[config.mk]
export PLATFORM = sky130hd
export DESIGN_NAME = cmp_result_tracker_flat
export DESIGN_NICKNAME = d
export VERILOG_FILES = /design/src/rtl/cmp_result_tracker_if.sv /design/src/rtl/cmp_result_tracker.sv /design/src/flat_wrapper.sv
export SDC_FILE = /design/constraint.sdc
export NUM_CORES = 1
export LEC_CHECK = 0
export ABC_AREA = 1
export BUFFER_PORTS_ARGS = -buffer_cell sky130_fd_sc_hd__buf_4
export CORE_MARGIN = 8
export CORE_UTILIZATION = 45
export CTS_BUF_LIST = sky130_fd_sc_hd__clkbuf_16
export DETAILED_ROUTE_END_ITERATION = 16
export GPL_TIMING_DRIVEN = 0
export PLACE_DENSITY = 0.67
export SKIP_LAST_GASP = 1
export SYNTH_ARGS = -nofsm -noshare
export SYNTH_HDL_FRONTEND = slang
export SYNTH_SLANG_ARGS = --single-unit
[constraint.sdc]
create_clock -name clk -period 3.6 [get_ports clk]
set_input_delay 0.36 -clock clk [delete_from_list [all_inputs] [get_ports clk]]
set_output_delay 0.36 -clock clk [all_outputs]
set_load 0.02 [all_outputs]
[src/rtl/cmp_result_tracker_if.sv]
// ---------------------------------------------------------------------------
// cmp_result_tracker_if
// Purpose : Groups the sample bus from the 8-bit magnitude comparator into
//           the result tracker.
// Signals : in_valid - sample strobe; a/b/eq/gt/lt are valid this cycle
//           a, b     - operands applied to the comparator
//           eq/gt/lt - comparator outcome flags
// Modports: master drives the bus (comparator side or bench),
//           slave receives it (tracker side).
// ---------------------------------------------------------------------------
interface cmp_result_tracker_if;
  logic       in_valid;
  logic [7:0] a;
  logic [7:0] b;
  logic       eq;
  logic       gt;
  logic       lt;

  modport master (output in_valid, a, b, eq, gt, lt);
  modport slave  (input  in_valid, a, b, eq, gt, lt);
endinterface

[src/rtl/cmp_result_tracker.sv]
// ---------------------------------------------------------------------------
// cmp_result_tracker
// Purpose : Registers each valid comparator result and cross-checks it
//           against an internal unsigned compare of a and b. It also keeps
//           saturating per-outcome counters and tracks the current and the
//           longest run of identical good outcomes.
// Ports   : clk        - rising-edge clock
//           rst        - synchronous active-high reset (overrides everything)
//           i_smp      - sample bus (slave modport of cmp_result_tracker_if)
//           clear      - synchronous statistics clear
//           out_valid  - registered result valid pulse
//           res_kind   - registered outcome: 00 none, 01 GT, 10 LT, 11 EQ
//           err        - sample was not one-hot or disagreed with a vs b
//           gt/lt/eq/err_count - saturating outcome counters (CW bits)
//           run_len    - length of the current run of identical outcomes
//           max_run    - longest run since reset/clear
// ---------------------------------------------------------------------------
module cmp_result_tracker #(
  parameter int CW = 8,
  parameter int RW = 6
) (
  input  logic                 clk,
  input  logic                 rst,
  cmp_result_tracker_if.slave  i_smp,
  input  logic                 clear,
  output logic                 out_valid,
  output logic [1:0]           res_kind,
  output logic                 err,
  output logic [CW-1:0]        gt_count,
  output logic [CW-1:0]        lt_count,
  output logic [CW-1:0]        eq_count,
  output logic [CW-1:0]        err_count,
  output logic [RW-1:0]        run_len,
  output logic [RW-1:0]        max_run
);

  // State encoding equals the res_kind code of the outcome being run,
  // so a good sample's kind maps straight onto its RUN_ state.
  typedef enum logic [1:0] {
    IDLE   = 2'b00,
    RUN_GT = 2'b01,
    RUN_LT = 2'b10,
    RUN_EQ = 2'b11
  } state_t;

  localparam logic [CW-1:0] CNT_ONE = CW'(1);
  localparam logic [RW-1:0] RUN_ONE = RW'(1);

  state_t        r_state;
  logic          r_outValid;
  logic [1:0]    r_resKind;
  logic          r_err;
  logic [CW-1:0] r_gtCount, r_ltCount, r_eqCount, r_errCount;
  logic [RW-1:0] r_runLen, r_maxRun;

  logic          w_oneHot;
  logic [1:0]    w_kind;
  logic [1:0]    w_refKind;
  logic          w_sampleErr;
  logic          w_good;
  logic          w_badSample;
  state_t        w_baseState;
  state_t        w_nextState;
  logic [RW-1:0] w_baseRun, w_baseMax, w_nextRun, w_nextMax;
  logic [CW-1:0] w_nextGt, w_nextLt, w_nextEq, w_nextErr;

  function automatic logic [CW-1:0] satIncCnt(input logic [CW-1:0] v);
    return (v == '1) ? v : v + CNT_ONE;
  endfunction

  function automatic logic [RW-1:0] satIncRun(input logic [RW-1:0] v);
    return (v == '1) ? v : v + RUN_ONE;
  endfunction

  // Classify the incoming sample: decode the comparator flags into a kind,
  // derive the reference kind from an unsigned a/b compare, and call the
  // sample an error if the flags are not one-hot or the two kinds differ.
  always_comb begin
    w_oneHot = ({i_smp.gt, i_smp.lt, i_smp.eq} == 3'b100) ||
               ({i_smp.gt, i_smp.lt, i_smp.eq} == 3'b010) ||
               ({i_smp.gt, i_smp.lt, i_smp.eq} == 3'b001);
    w_kind = 2'b00;
    if (i_smp.gt)      w_kind = 2'b01;
    else if (i_smp.lt) w_kind = 2'b10;
    else if (i_smp.eq) w_kind = 2'b11;
    if (i_smp.a > i_smp.b)      w_refKind = 2'b01;
    else if (i_smp.a < i_smp.b) w_refKind = 2'b10;
    else                        w_refKind = 2'b11;
    w_sampleErr = !w_oneHot || (w_kind != w_refKind);
    w_good      = i_smp.in_valid && !w_sampleErr;
    w_badSample = i_smp.in_valid && w_sampleErr;
  end

  // Next-state logic. Clear is applied first (back to IDLE), then a good
  // sample moves to the run state of its kind; error samples and idle
  // cycles leave the state alone.
  always_comb begin
    w_baseState = clear ? IDLE : r_state;
    w_nextState = w_baseState;
    if (w_good) w_nextState = state_t'(w_kind);
  end

  // Statistics next-values. Everything starts from the post-clear view so a
  // sample arriving in a clear cycle lands on zeroed statistics. max_run is
  // compared against the new run length so it never lags run_len.
  always_comb begin
    w_baseRun = clear ? '0 : r_runLen;
    w_baseMax = clear ? '0 : r_maxRun;
    w_nextGt  = clear ? '0 : r_gtCount;
    w_nextLt  = clear ? '0 : r_ltCount;
    w_nextEq  = clear ? '0 : r_eqCount;
    w_nextErr = clear ? '0 : r_errCount;
    w_nextRun = w_baseRun;
    if (w_good) begin
      if (w_baseState == state_t'(w_kind)) w_nextRun = satIncRun(w_baseRun);
      else                                 w_nextRun = RUN_ONE;
      case (w_kind)
        2'b01:   w_nextGt = satIncCnt(w_nextGt);
        2'b10:   w_nextLt = satIncCnt(w_nextLt);
        default: w_nextEq = satIncCnt(w_nextEq);
      endcase
    end
    if (w_badSample) w_nextErr = satIncCnt(w_nextErr);
    w_nextMax = (w_nextRun > w_baseMax) ? w_nextRun : w_baseMax;
  end

  // State and result registers. Reset wins over clear and any sample.
  always_ff @(posedge clk) begin
    if (rst) begin
      r_state    <= IDLE;
      r_outValid <= 1'b0;
      r_resKind  <= 2'b00;
      r_err      <= 1'b0;
      r_gtCount  <= '0;
      r_ltCount  <= '0;
      r_eqCount  <= '0;
      r_errCount <= '0;
      r_runLen   <= '0;
      r_maxRun   <= '0;
    end else begin
      r_state    <= w_nextState;
      r_outValid <= i_smp.in_valid;
      r_resKind  <= w_good ? w_kind : 2'b00;
      r_err      <= w_badSample;
      r_gtCount  <= w_nextGt;
      r_ltCount  <= w_nextLt;
      r_eqCount  <= w_nextEq;
      r_errCount <= w_nextErr;
      r_runLen   <= w_nextRun;
      r_maxRun   <= w_nextMax;
    end
  end

  assign out_valid = r_outValid;
  assign res_kind  = r_resKind;
  assign err       = r_err;
  assign gt_count  = r_gtCount;
  assign lt_count  = r_ltCount;
  assign eq_count  = r_eqCount;
  assign err_count = r_errCount;
  assign run_len   = r_runLen;
  assign max_run   = r_maxRun;

endmodule

[src/flat_wrapper.sv]
// flat-port wrapper written by rule: the top's interface ports become plain ports
module cmp_result_tracker_flat 
#(
  parameter int CW = 8,
  parameter int RW = 6
)
  (clk, rst, clear, out_valid, res_kind, err, gt_count, lt_count, eq_count, err_count, run_len, max_run, i_smp_in_valid, i_smp_a, i_smp_b, i_smp_eq, i_smp_gt, i_smp_lt);
  cmp_result_tracker_if i_smp_i ();
  input  logic clk;
  input  logic rst;
  input  logic clear;
  output logic out_valid;
  output logic [1:0] res_kind;
  output logic err;
  output logic [CW-1:0] gt_count;
  output logic [CW-1:0] lt_count;
  output logic [CW-1:0] eq_count;
  output logic [CW-1:0] err_count;
  output logic [RW-1:0] run_len;
  output logic [RW-1:0] max_run;
  input wire logic [$bits(i_smp_i.in_valid)-1:0] i_smp_in_valid;
  input wire logic [$bits(i_smp_i.a)-1:0] i_smp_a;
  input wire logic [$bits(i_smp_i.b)-1:0] i_smp_b;
  input wire logic [$bits(i_smp_i.eq)-1:0] i_smp_eq;
  input wire logic [$bits(i_smp_i.gt)-1:0] i_smp_gt;
  input wire logic [$bits(i_smp_i.lt)-1:0] i_smp_lt;
  assign i_smp_i.in_valid = i_smp_in_valid;
  assign i_smp_i.a = i_smp_a;
  assign i_smp_i.b = i_smp_b;
  assign i_smp_i.eq = i_smp_eq;
  assign i_smp_i.gt = i_smp_gt;
  assign i_smp_i.lt = i_smp_lt;
  cmp_result_tracker #(.CW(CW), .RW(RW)) u_core (.clk(clk), .rst(rst), .i_smp(i_smp_i), .clear(clear), .out_valid(out_valid), .res_kind(res_kind), .err(err), .gt_count(gt_count), .lt_count(lt_count), .eq_count(eq_count), .err_count(err_count), .run_len(run_len), .max_run(max_run));
endmodule
==> reports/qor.txt <==
Layout cells sized above 1 - 0.1811
Final Cycle Share - 0.9271
Ports - 71
Post-route design area - 4568 um2
ANT nets after route - 0
Post-Syn Instances - 601
DRC viols - 0
Total power - 0.001483 W
Post-layout net count - 722
CTS tree - yes
Slew HR - 0.4669
Syn. warnings - 0
Power density over cell area - 324.6 nW/um2
DRT iter0 DRCs - 184
First-pass GRT wire length - 17,700 um
Worst Hold Depth - 4
Vias in the first global route - 3,763
Root Buffer - clkbuf_16
Clock Sinks - 50
Cells on worst reg2reg path - 22
Leak - 2.186 nW
Drt wl/cell - 13.65 um
CP max FO - 10
Worst Tran Pin Value - 794.3 ps
Largest net degree at the start of global routing - 17
Final Wtd Congestion - 0.8852
Rows - 33
Layout Cells excl Fill - 784
Yosys reg bits - 50
Port bufs - 68
Yosys top cell by area - dfxtp_1
Max-cap violations - 0
Vias - 3,992
Antenna cells - 0
DR pass1 iterations - 4
Most common cell after layout, fill and taps aside - nand2_1
Cell area after placement - 4370 um2
Routed wire length - 10,700 um
Peak Freq - 299.6 MHz
Worst VDD drop - 237.7 uV
Post-Place Cells - 774
Crit path DAT - 3570 ps
Die Area - 11,450 um2
Mapped Nets - 645
Status - complete, no violations
H-tree depth - 2
Synth area leaders - dfxtp_1 27%, nand2_1 17%, inv_1 9.4%, ha_1 7.0%, nand3_1 6.8%
Synth top area share - 0.2685
Min-delay worst type - input pin to flop
Fin. max-slew vios - 0
Worst slack at placement - -240.3 ps
Fin Setup TNS - 0 ps
CORE AREA - 8134 um2
Worst skew pair latency - 290 ps
Die Height - 107.0 um
Die W - 107.0 um
WS Path Type - input pin to flop
Initial Utilization - 0.4584
Mapped Area - 3729 um2
Gr usage total - 0.1867
Worst Clk Skew - 8.971 ps
HPWL after DPL - 8166 um
Mapped Avg Cell Area - 6.204 um2
TritonCTS buffer count - 5
Clk slew on worst S/H paths - 60 ps
Tmin final - 3338 ps
Commonest cells after routing, fill and taps aside - 167 x nand2_1, 93 x inv_1, 71 x buf_4
Synth-to-Final Area Change - 22.52%
Sequential share of the synthesized area - 0.2685
Overflow after GRT - 0
Initial antenna violation count - 0
Crit start category - input pin
WP data required - 3840 ps
Drt via density - 5.092
Setup Viol. Count Final - 0
Max clock buf depth - 2
Synth unique cells - 35
Final Hold Viols - 0
CP endpoint kind - flop
Final Worst Setup Slack - 262.5 ps
[stage by stage]
stage,util,hold WS (ps)
3_5_place_dp,0.5373,548.4
4_1_cts,0.5581,455.8
6_report,0.5616,463.7
3_3_place_gp,0.5373,535.1
2_1_floorplan,-,515.3
5_1_grt,0.5616,492.1
[logic make-up (layout without fill, tap and decap cells)]
kind of cell,count (synthesis),after routing,synth area share
AND/OR/NAND/NOR,295,295,0.3537
adder cells (fa/ha/maj),21,21,0.07047
buffers and inverters,119,197,0.1305
XOR/XNOR,14,14,0.03289
flip-flops,50,50,0.2685
AO/OA/AOI/OAI,102,102,0.1440
[routing by layer]
layer  up-vias  global-route usage  wire length [um]
li1       2071                   -                 -
met1      1798              0.2253              4740
met2       108              0.3222              5186
met3        15             0.03659               604
met4         0             0.06231               172
met5         -                   0                 0
[timing repair]
action | CTS | global route
setup buffers | 0 | 2
endpoints found under the hold margin | 0 | 0
endpoints found under the setup margin | 0 | 6
hold buffers | 0 | 0
gates resized for setup | 0 | 3
[state kept, by name, summed over array words and instances, names as in the netlist]
name	count
u_core.err_count	8
u_core.out_valid	1
u_core.lt_count	8
u_core.r_state	2
u_core.err	1
u_core.gt_count	8
u_core.run_len	6
u_core.res_kind	2
u_core.max_run	6
u_core.eq_count	8
[Yosys cell counts, drive strengths merged]
| library cell | number |
|---|---|
| o31ai | 2 |
| xor2 | 9 |
| nor3b | 1 |
| nand3 | 54 |
| a21o | 1 |
| xnor2 | 5 |
| clkbuf | 9 |
| o21ai | 49 |
| nor3 | 7 |
| nand4 | 9 |
| dfxtp | 50 |
| inv | 99 |
| a21oi | 48 |
| a31oi | 1 |
| ha | 21 |
| buf | 11 |
| nand2 | 174 |
| nor2 | 47 |
| and2 | 1 |
| o211ai | 1 |
| or2 | 2 |
[report_power, final]
| part | internal [W] | leakage (nW) | total, W | switching [W] |
|---|---|---|---|---|
| Sequential | 0.000573 | 0.404 | 0.000582 | 0.00000904 |
| Clock | 0.000330 | 0.0842 | 0.000552 | 0.000222 |
| Combinational | 0.000134 | 1.70 | 0.000348 | 0.000214 |
| Total | 0.00104 | 2.19 | 0.00148 | 0.000445 |
[layout make-up]
class                   count  area (um2)
repair buffers             70       525.5
fillers                   824        3566
plain buffers              20       115.1
clock buffers               5       125.1
flip-flops and latches     50        1001
clock inverters             3       43.79
multi-input cells         432        2255
well taps                 105       131.4
inverters                  99       371.6
[path summary, 6_finish.rpt]
check | start | to | slack (ps)
worst max-delay path | clear | u_core.max_run[3]$_SDFF_PP0_ | 260
worst min-delay path | clear | u_core.run_len[2]$_SDFF_PP0_ | 460
worst max register to register | u_core.run_len[1]$_SDFF_PP0_ | u_core.max_run[3]$_SDFF_PP0_ | 520
worst min register to register | u_core.r_state[1]$_SDFF_PP0_ | u_core.r_state[1]$_SDFF_PP0_ | 560
[worst max-delay path, cell delays in order]
cell and delay, ps:
buf_4 140, buf_6 140, buf_2 230, nor2_2 200
ha_1 190, nand2_1 70, nor2_1 190, nand3_2 180
o211ai_1 140, nand2_1 70, inv_1 50, nand3_1 130
nand2_1 120, ha_1 160, nand2_1 50, inv_1 70
nand3_1 90, inv_1 60, o21ai_0 90, a31oi_2 360
inv_1 190, a21oi_1 170, nand2_1 70, inv_1 50
Note: power is estimated with default switching activity, not from simulation.
